===== src/rtl/serial_subtractor.sv =====
// Bit-serial LSB-first subtractor: one borrow slice, WIDTH shift cycles.
// Start/ack handshake through IDLE -> SHIFT -> DONE.
module serial_subtractor #(
  parameter int WIDTH = 8
) (
  input  logic             CLK,
  input  logic             RSTB,
  input  logic             START,
  input  logic [WIDTH-1:0] A,
  input  logic [WIDTH-1:0] B,
  input  logic             ACK,
  output logic             BUSY,
  output logic             DONE,
  output logic [WIDTH-1:0] D,
  output logic             BO
);

  localparam int CW = $clog2(WIDTH) + 1;
  localparam logic [CW-1:0] LAST = CW'(WIDTH - 1);

  // one-hot-style codes so BUSY/DONE are plain state bits
  typedef enum logic [1:0] {
    S_IDLE  = 2'b00,
    S_SHIFT = 2'b01,
    S_DONE  = 2'b10
  } state_t;

  state_t          state;
  logic [WIDTH-1:0] a_q;
  logic [WIDTH-1:0] b_q;
  logic            brw;
  logic [CW-1:0]   cnt;
  logic            diff;
  logic            bout;

  assign diff = a_q[0] ^ b_q[0] ^ brw;
  assign bout = (~a_q[0] & b_q[0])
              | (~(a_q[0] ^ b_q[0]) & brw);

  assign BUSY = state[0];
  assign DONE = state[1];

  always_ff @(posedge CLK or negedge RSTB) begin
    if (!RSTB) begin
      state <= S_IDLE;
      a_q   <= '0;
      b_q   <= '0;
      brw   <= 1'b0;
      cnt   <= '0;
      D     <= '0;
      BO    <= 1'b0;
    end else begin
      unique case (state)
        S_IDLE: begin
          if (START) begin
            a_q   <= A;
            b_q   <= B;
            brw   <= 1'b0;
            cnt   <= '0;
            D     <= '0;
            BO    <= 1'b0;
            state <= S_SHIFT;
          end
        end
        S_SHIFT: begin
          D   <= {diff, D[WIDTH-1:1]};
          a_q <= a_q >> 1;
          b_q <= b_q >> 1;
          brw <= bout;
          cnt <= cnt + CW'(1);
          if (cnt == LAST) begin
            BO    <= bout;
            state <= S_DONE;
          end
        end
        S_DONE: begin
          if (ACK) state <= S_IDLE;
        end
        default: state <= S_IDLE;
      endcase
    end
  end

endmodule


===== config.mk =====
export PLATFORM = sky130hd
export DESIGN_NAME = serial_subtractor
export DESIGN_NICKNAME = d
export VERILOG_FILES = /design/src/rtl/serial_subtractor.sv
export SDC_FILE = /design/constraint.sdc
export NUM_CORES = 1
export LEC_CHECK = 0
export ABC_AREA = 1
export CAP_MARGIN = 20
export CORE_MARGIN = 4
export CORE_UTILIZATION = 53
export CTS_CLUSTER_SIZE = 40
export DETAILED_ROUTE_END_ITERATION = 12
export HOLD_SLACK_MARGIN = 0.06
export PLACE_DENSITY = 0.84
export SKIP_CTS_REPAIR_TIMING = 1
export SLEW_MARGIN = 25
export SYNTH_ARGS = -nofsm -noshare
export SYNTH_HDL_FRONTEND = slang
export SYNTH_SLANG_ARGS = --single-unit

===== constraint.sdc =====
create_clock -name CLK -period 3.5 [get_ports CLK]
set_input_delay 1.05 -clock CLK [delete_from_list [all_inputs] [get_ports CLK]]
set_output_delay 1.05 -clock CLK [all_outputs]
set_load 0.03 [all_outputs]

==> impl_metrics.json <==
{
  "outcome": "complete, no violations",
  "fin_tns_setup_ns": 0,
  "yosysTopAreaCell": "dfrtp_1",
  "grt_start_max_net_pins": 34,
  "vias_per_cell": 5.26,
  "io_buffer_count": 30,
  "critPathTopFamily": "buffers and inverters",
  "finalPower_w": 0.00148,
  "synth.area.top_cells": "dfrtp_1, nand3_1, nand2_1",
  "ir_drop_uv": 683,
  "place.gp.congestion": 0.766,
  "synthCells": 155,
  "ys_types": 22,
  "finalSetupViolations": 0,
  "vias": 1136,
  "ys.flop_type": "dfrtp_1",
  "cp.buffers_inverters": 1,
  "clkTransAtPathRegs_ns": 0.09,
  "synth_top_area_share": 0.561,
  "grt_pass1_wl_mm": 4.53,
  "synthesis.nets": 177,
  "syn_area_um2": 1430,
  "area_delta_synth_final_pct": 24.5,
  "ys_async_sr_fraction": 1.00,
  "cts_root_buf": "clkbuf_4",
  "worst_hold_path.num_cells": 2,
  "path_max_fanout": 4,
  "path_cells": "clkdlybuf4s50_1",
  "drt_pass1_iterations": 5,
  "hold_path.class": "reg2reg",
  "drive_gt1_frac": 0.0914,
  "pre_cts_slack_ns": 0.841,
  "tightest_slew_ns": 0.732,
  "io_pins": 31,
  "critical_path_depth": 1,
  "reg2regPathDepth": 6,
  "fmax_mhz": 394,
  "syn_avg_cell_area_um2": 9.20,
  "maxSlewHeadroom": 0.511,
  "grt_overflow": 0,
  "slew_viol_final": 0,
  "cpMaxStageDelayCell": "clkdlybuf4s50_1",
  "dp_hpwl_mm": 1.91,
  "core_area_um2": 2520,
  "synth_edf_count": 0,
  "worstPathArrival_ns": 1.49,
  "die_x_um": 59.9,
  "finalHoldViolCount": 0,
  "crit-reg2reg-launch": "state[1]",
  "cp-startpoint": "state[0]",
  "crit_path_start_kind": "register",
  "nets": 208,
  "cp.required_ns": 2.45,
  "path_class": "reg2out",
  "fp-row-count": 18,
  "yosysWarnings": 0,
  "initialDrtViolationCount": 43,
  "finClkSkew_ns": 0.00437,
  "drc_errors": 0,
  "start_util": 0.565,
  "powerDensity_nw_per_um2": 831,
  "antenna_found_initial": 0,
  "period_minus_slack_ns": 2.54,
  "h-tree-depth": 2,
  "cellLeakagePower_nw": 0.837,
  "antenna_left": 0,
  "dieArea_um2": 3590,
  "die_y_um": 59.9,
  "drt_wl_total_mm": 2.72,
  "setup_slack_ns": 0.965,
  "yosysSeqAreaShare": 0.561,
  "synth_most_common_cell": "nand2_1",
  "post_drt_wl_per_cell_um": 12.6,
  "worstHoldStart": "a_q[2]",
  "cts_made_buffers": 5,
  "synth_common_cells": "nand2_1, nand3_1, dfrtp_1",
  "placed_area_um2": 1710,
  "slowest_delay_ns": 0.71,
  "clk_latency_ns": 0.32,
  "ys_ff_latch": 32,
  "grt_pass1_vias": 1044,
  "cts_buffer_depth": 2,
  "endpoint_kind": "primary output",
  "cts.sinks": 32,
  "rsz0062_at_grt": "false",
  "cap_violations": 0,
  "finalCritPeriodShare": 0.724,
  "grtUsageTotal": 0.170,
  "diodes": 0,
  "fin_area_um2": 1780,
  "cts_tree": "done"
}
[report_power, final]
group / switching [W] / internal, W
sequential: 0.0000908 / 0.000514
combinational: 0.000394 / 0.000249
clock: 0.000114 / 0.000114
[cells in the final DEF (no fill, tap or decap), types with 5 or more instances in the layout]
cell type and instances:
clkbuf_4 5, clkdlybuf4s50_1 30, dfrtp_1 32, inv_1 9, nand2_1 45, nand3_1 36, o22ai_1 8
[logic make-up (layout without fill, tap and decap cells)]
| group | after synthesis | count (layout) | share of synthesized area |
|---|---|---|---|
| XOR/XNOR | 1 | 1 | 0.00614 |
| buffers and inverters | 19 | 50 | 0.0781 |
| flip-flops | 32 | 32 | 0.561 |
| adder cells (fa/ha/maj) | 2 | 2 | 0.0228 |
| AND/OR/NAND/NOR | 89 | 89 | 0.282 |
| AO/OA/AOI/OAI | 12 | 12 | 0.0491 |
[state kept, by name (all words and copies together) (netlist names)]
signal  flops
cnt         4
a_q         8
D           8
state       2
BO          1
b_q         8
brw         1
[area by class of cell]
| type | instances | area (µm²) |
|---|---|---|
| fillers | 201 | 747 |
| inverters | 12 | 50.0 |
| clock buffers | 7 | 65.1 |
| flip-flops and latches | 32 | 801 |
| well taps | 30 | 37.5 |
| multi-input cells | 104 | 514 |
| repair buffers | 31 | 308 |
[routing by layer]
layer | global-route usage | part of all wire | vias to the layer above
met5 | 0 | 0 | -
met4 | 0.0475 | 0.0070 | 0
met3 | 0.0583 | 0.066 | 2
met2 | 0.279 | 0.49 | 30
met1 | 0.212 | 0.44 | 535
li1 | - | - | 569
[stage by stage]
stage	util	hold slack [ns]	instances
2_1_floorplan	-	0.466	155
3_3_place_gp	0.678	0.467	209
3_5_place_dp	0.678	0.480	209
4_1_cts	0.704	0.504	216
5_1_grt	0.704	0.532	216
6_report	0.704	0.502	216
[final timing paths]
path	endpoint	slack, ns
worst max register to register	BO	1.88
worst min register to register	a_q[1]	0.50
min in group asynchronous	state[1]	1.11
worst max-delay path	BUSY	0.96
worst min-delay path	a_q[1]	0.50
max in group asynchronous	cnt[3]	2.10
No activity file was read; power rests on OpenSTA's default activity.
